## src/rtl/multi_input_conditioner_pkg.sv

```systemverilog
// Shared default parameter values for the multi-channel input conditioner.
// The top level and the board pin mapping take their defaults from here.
package multi_input_conditioner_pkg;

  localparam int DEF_CHANNELS      = 8;
  localparam int DEF_SYNC_STAGES   = 2;
  localparam int DEF_COUNTER_WIDTH = 3;
  localparam int DEF_WAIT_TIME     = 3;
  localparam int DEF_HOLD_WIDTH    = 8;
  localparam int DEF_HOLD_TIME     = 200;

endpackage

```

## src/rtl/conditioner_channel.sv

```systemverilog
// Single-bit conditioner: synchroniser chain, debounce counter, edge pulses
// and an optional long-press (held) pulse.
//
// A change at the synchroniser output must persist for WAIT_TIME+1 cycles
// before the debounced level follows it. Any return to the current level
// during that window clears the count.
module conditioner_channel
  import multi_input_conditioner_pkg::*;
#(
  parameter int SYNC_STAGES   = DEF_SYNC_STAGES,
  parameter int COUNTER_WIDTH = DEF_COUNTER_WIDTH,
  parameter int WAIT_TIME     = DEF_WAIT_TIME,
  parameter int HOLD_WIDTH    = DEF_HOLD_WIDTH,
  parameter int HOLD_TIME     = DEF_HOLD_TIME
) (
  input  logic clk,
  input  logic reset,
  input  logic noisysignal,
  output logic conditioned,
  output logic positiveedge,
  output logic negativeedge,
  output logic held
);

  logic [SYNC_STAGES-1:0]   sync_q, sync_d;
  logic [COUNTER_WIDTH-1:0] cnt_q, cnt_d;
  logic                     cond_q, cond_d;
  logic                     pos_q, pos_d;
  logic                     neg_q, neg_d;
  logic                     sync_out;

  assign sync_out = sync_q[SYNC_STAGES-1];

  // Shift the raw input into the synchroniser chain.
  always_comb begin
    sync_d = {sync_q[SYNC_STAGES-2:0], noisysignal};
  end

  // Debounce: count consecutive mismatch cycles, commit the new level and
  // emit a one-cycle edge pulse when the count reaches WAIT_TIME.
  always_comb begin
    cnt_d  = cnt_q;
    cond_d = cond_q;
    pos_d  = 1'b0;
    neg_d  = 1'b0;
    if (cond_q == sync_out) begin
      cnt_d = '0;
    end else if (cnt_q == COUNTER_WIDTH'(WAIT_TIME)) begin
      cnt_d  = '0;
      cond_d = sync_out;
      pos_d  = sync_out;
      neg_d  = ~sync_out;
    end else begin
      cnt_d = cnt_q + COUNTER_WIDTH'(1);
    end
  end

  // Synchroniser and debounce state registers.
  always_ff @(posedge clk) begin
    if (reset) begin
      sync_q <= '0;
      cnt_q  <= '0;
      cond_q <= 1'b0;
      pos_q  <= 1'b0;
      neg_q  <= 1'b0;
    end else begin
      sync_q <= sync_d;
      cnt_q  <= cnt_d;
      cond_q <= cond_d;
      pos_q  <= pos_d;
      neg_q  <= neg_d;
    end
  end

  assign conditioned  = cond_q;
  assign positiveedge = pos_q;
  assign negativeedge = neg_q;

  if (HOLD_TIME > 0) begin : g_hold
    logic [HOLD_WIDTH-1:0] hold_q, hold_d;
    logic                  held_q, held_d;

    // Hold counter saturates at HOLD_TIME; held fires only on the step
    // into saturation, so it cannot re-fire until the level drops.
    always_comb begin
      hold_d = hold_q;
      held_d = 1'b0;
      if (!cond_q) begin
        hold_d = '0;
      end else if (hold_q != HOLD_WIDTH'(HOLD_TIME)) begin
        hold_d = hold_q + HOLD_WIDTH'(1);
        held_d = (hold_q == HOLD_WIDTH'(HOLD_TIME - 1));
      end
    end

    // Hold counter and held pulse registers.
    always_ff @(posedge clk) begin
      if (reset) begin
        hold_q <= '0;
        held_q <= 1'b0;
      end else begin
        hold_q <= hold_d;
        held_q <= held_d;
      end
    end

    assign held = held_q;
  end else begin : g_no_hold
    assign held = 1'b0;
  end

endmodule

```

## src/rtl/multi_input_conditioner.sv

```systemverilog
// Multi-channel input conditioner: one independent conditioner_channel per
// input plus an aggregate flag that is high whenever any channel emits an
// edge pulse (combinational from the registered pulses, no extra latency).
module multi_input_conditioner
  import multi_input_conditioner_pkg::*;
#(
  parameter int CHANNELS      = DEF_CHANNELS,
  parameter int SYNC_STAGES   = DEF_SYNC_STAGES,
  parameter int COUNTER_WIDTH = DEF_COUNTER_WIDTH,
  parameter int WAIT_TIME     = DEF_WAIT_TIME,
  parameter int HOLD_WIDTH    = DEF_HOLD_WIDTH,
  parameter int HOLD_TIME     = DEF_HOLD_TIME
) (
  input  logic                clk,
  input  logic                reset,
  input  logic [CHANNELS-1:0] noisysignal,
  output logic [CHANNELS-1:0] conditioned,
  output logic [CHANNELS-1:0] positiveedge,
  output logic [CHANNELS-1:0] negativeedge,
  output logic [CHANNELS-1:0] held,
  output logic                anyedge
);

  for (genvar i = 0; i < CHANNELS; i++) begin : g_ch
    conditioner_channel #(
      .SYNC_STAGES  (SYNC_STAGES),
      .COUNTER_WIDTH(COUNTER_WIDTH),
      .WAIT_TIME    (WAIT_TIME),
      .HOLD_WIDTH   (HOLD_WIDTH),
      .HOLD_TIME    (HOLD_TIME)
    ) u_ch (
      .clk         (clk),
      .reset       (reset),
      .noisysignal (noisysignal[i]),
      .conditioned (conditioned[i]),
      .positiveedge(positiveedge[i]),
      .negativeedge(negativeedge[i]),
      .held        (held[i])
    );
  end

  assign anyedge = |(positiveedge | negativeedge);

endmodule
```

## config.mk

```make
export PLATFORM = sky130hd
export DESIGN_NAME = multi_input_conditioner
export DESIGN_NICKNAME = d
export VERILOG_FILES = /design/src/rtl/multi_input_conditioner_pkg.sv /design/src/rtl/conditioner_channel.sv /design/src/rtl/multi_input_conditioner.sv
export SDC_FILE = /design/constraint.sdc
export NUM_CORES = 1
export LEC_CHECK = 0
export BUFFER_PORTS_ARGS = -buffer_cell sky130_fd_sc_hd__clkbuf_2
export CAP_MARGIN = 0
export CORE_MARGIN = 2
export CORE_UTILIZATION = 60
export CTS_CLUSTER_SIZE = 10
export DETAILED_ROUTE_END_ITERATION = 8
export PLACE_DENSITY_LB_ADDON = 0.15
export SKIP_CTS_REPAIR_TIMING = 1
export SYNTH_ARGS = -nofsm -noshare
export SYNTH_HDL_FRONTEND = slang
export SYNTH_SLANG_ARGS = --single-unit
```

## constraint.sdc

```tcl
create_clock -name clk -period 1.5 [get_ports clk]
set_clock_uncertainty 0.1 [all_clocks]
set_input_delay 0.375 -clock clk [delete_from_list [all_inputs] [get_ports clk]]
set_output_delay 0.375 -clock clk [all_outputs]
set_load 0.03 [all_outputs]
```

==> impl_results.md <==
* Critical path type: register to output pin
* Setup slack after layout at -0.506 ns
* Tcrit/Tclk final at 134%
* Hold Path End: g_ch[2].u_ch.sync_q[0]
* Root Buffer: clkbuf_8
* Register area at 0.00278 sq mm
* CTS tree: yes
* Skew-Pair Late Insertion Delay at 0.51 ns
* PortBufs at 42
* Startpoint class of the critical path: register
* Power per cell area at 1130 mW/mm^2
* Top-area cell type share of the netlist area at 46.8%
* Vias per inst at 5.45
* Slew margin rel. at 72.5%
* Antenna-violating nets left at 0
* Die span in y at 102 um
* Sequential area share after synthesis at 46.8%
* Drt pass-1 iters at 4
* FMAX at 0.498 GHz
* # fillers at 620
* Total chip power at 8.10 mW
* Share of layout cells above drive strength 1 at 22.7%
* Area taken by multi-input logic gates at 0.00271 sq mm
* RSZ-0062 raised after global routing: yes
* P&R area growth vs syn at 23.3%
* Crit path arrival time at 1.53 ns
* Gr ovfl total at 0
* Ys Warns at 0
* Syn Nets at 657
* First-pass GRT wire length at 17,900 um
* Final core occ at 76.9%
* Drt total wl at 11,200 um
* Ys async rst share at 0%
* HPWL after detailed placement at 7310 um
* Worst-Margin Slew at 0.407 ns
* Vias in the first global route at 4,030
* Violated checks: setup timing
* Worst setup EP type: output pin
* Number of max-cap violations at 0
* Ranking of synthesized cells by area: dfxtp_1 (47%), ha_1 (6.9%), buf_4 (4.1%)
* GP Congestion at 0.825
* Core area at 0.00933 sq mm
* Largest net degree at the start of global routing at 24
* IO Count at 43
* TritonCTS Buffers at 17
* Finish-stage setup viols at 8
* WHS Path Cells at 2
* Ys flop type: dfxtp_1
* Final net count at 712
* Maximum VDD drop at 964 uV
* Cell Rows at 35
* DP Cell Count at 760
* Hold WC Path Type: input port to register
* Setup slack, reg-to-reg at 0.06 ns
* Residual DRC count at 0
* CP Max Fanout at 2
* Final slew viol count at 0
* Hold Startpoint: reset
* Most common cell after layout, fill and taps aside: dfxtp_1
* Die Wd at 102 um
* CP Data Required Time at 1.02 ns
* Vias post-DR at 4,423
* Top cell type by total area after synthesis: dfxtp_1
* Wire per inst at 13.8 um
* H-tree Lvls at 4
* CTS max path bufs at 2
* Netlist cell types at 34
* Number of flops mapped to enable cells by yosys at 0
* Initial antenna violation count at 0
* Die Area at 0.0105 sq mm
* Tot GR Track Use at 21.7%
* Final min period at 2.01 ns
* R2r startpoint: g_ch[6].u_ch.cnt_q[0]
* Worst hold margin at 0.0326 ns
* Static Leak at 2.54 nW
* Yosys reg bits at 136
* Mapped Area at 0.00582 sq mm
* N_diodes at 0
* DRT iter0 DRCs at 143
* Final non-filler cell total at 812
* RR Endpoint: g_ch[6].u_ch.cnt_q[0]
* Mapped Avg Cell Area at 9.46 sq um
* Fin. Hold Viols at 0
* CTS Sinks at 136
* Most frequent cells in the layout: dfxtp_1 (108), nor2_1 (44), inv_1 (36), buf_4 (36)
* Starting Density at 62.4%
* FF-to-FF path depth at 4
* Clock Pin Slew Worst Setup and Hold Paths at 0.06 ns
* Status: finished with violations
* Syn Inst Count at 615
==> worst max-delay path, stage by stage (launching register included) <==
cell     delay [ns]
dfxtp_2        0.33
nor4_1         0.31
nand4_1        0.20
buf_6          0.18
==> worst max-delay path by stage <==
stage	cells past startpoint	start	slack, ns	end
detailed placement	4	reset	-0.03	g_ch[0].u_ch.g_hold.hold_q[1]
global placement	3	g_ch[0].u_ch.negativeedge	-0.01	anyedge
finish	3	g_ch[5].u_ch.positiveedge	-0.51	anyedge
CTS	3	g_ch[0].u_ch.negativeedge	-0.55	anyedge
floorplan	2	g_ch[5].u_ch.positiveedge	0.14	anyedge
global route	3	g_ch[5].u_ch.positiveedge	-0.58	anyedge
==> final cells by class <==
type | instances | share of cell area [%]
Inverter | 36 | 1.88
Sequential cell | 136 | 38.8
Timing Repair Buffer | 86 | 10.7
Tap cell | 129 | 2.25
Clock buffer | 18 | 5.96
Clock inverter | 14 | 2.72
Multi-Input combinational cell | 393 | 37.7
==> Yosys cell counts, types with 13 or more instances <==
| master | count |
|---|---|
| a21oi_1 | 24 |
| buf_4 | 32 |
| dfxtp_1 | 136 |
| ha_1 | 32 |
| inv_1 | 36 |
| mux2i_1 | 14 |
| nand2_1 | 28 |
| nand3_1 | 31 |
| nor2_1 | 46 |
| nor2b_1 | 21 |
| nor3_1 | 25 |
| nor4bb_1 | 13 |
| o21ai_0 | 26 |
| or3_1 | 30 |
| xnor2_1 | 16 |
| xor2_1 | 16 |
==> kinds of logic after synthesis <==
kind of cell / count (synthesis) / synth area share, %
AND/OR/NAND/NOR: 253 / 25.2
flip-flops: 136 / 46.8
buffers and inverters: 86 / 8.04
AO/OA/AOI/OAI: 62 / 5.91
XOR/XNOR: 32 / 4.81
adder cells (fa/ha/maj): 32 / 6.88
multiplexers: 14 / 2.41
==> per-stage QoR <==
stage | setup TNS, ns | cell area, sq um | setup slack, ns
global placement | -0.0356 | 6050 | -0.0115
CTS | -3.82 | 6680 | -0.552
floorplan | 0 | 5820 | 0.136
detailed placement | -0.128 | 6050 | -0.0279
global route | -1.72 | 7170 | -0.580
finish | -0.873 | 7170 | -0.506
==> metal layers <==
metal | share of wire [%] | up-vias | global-route usage, %
met5 | 0 | - | 0
met4 | 1.2 | 0 | 6.36
met3 | 3.6 | 13 | 6.58
met2 | 50 | 81 | 37.0
met1 | 45 | 2113 | 26.6
li1 | - | 2216 | -
==> registers in the layout, summed over array words and instances (netlist names) <==
register,count
g_ch.u_ch.cnt_q,24
g_ch.u_ch.g_hold.hold_q,64
g_ch.u_ch.held,8
g_ch.u_ch.negativeedge,8
g_ch.u_ch.positiveedge,8
g_ch.u_ch.conditioned,8
g_ch.u_ch.sync_q,16
==> power by group <==
group	switching, mW	internal, mW
clock network	1.59	2.75
registers	0.0167	3.62
logic	0.0453	0.0671
total	1.65	6.44
Note: power is estimated with default switching activity, not from simulation.
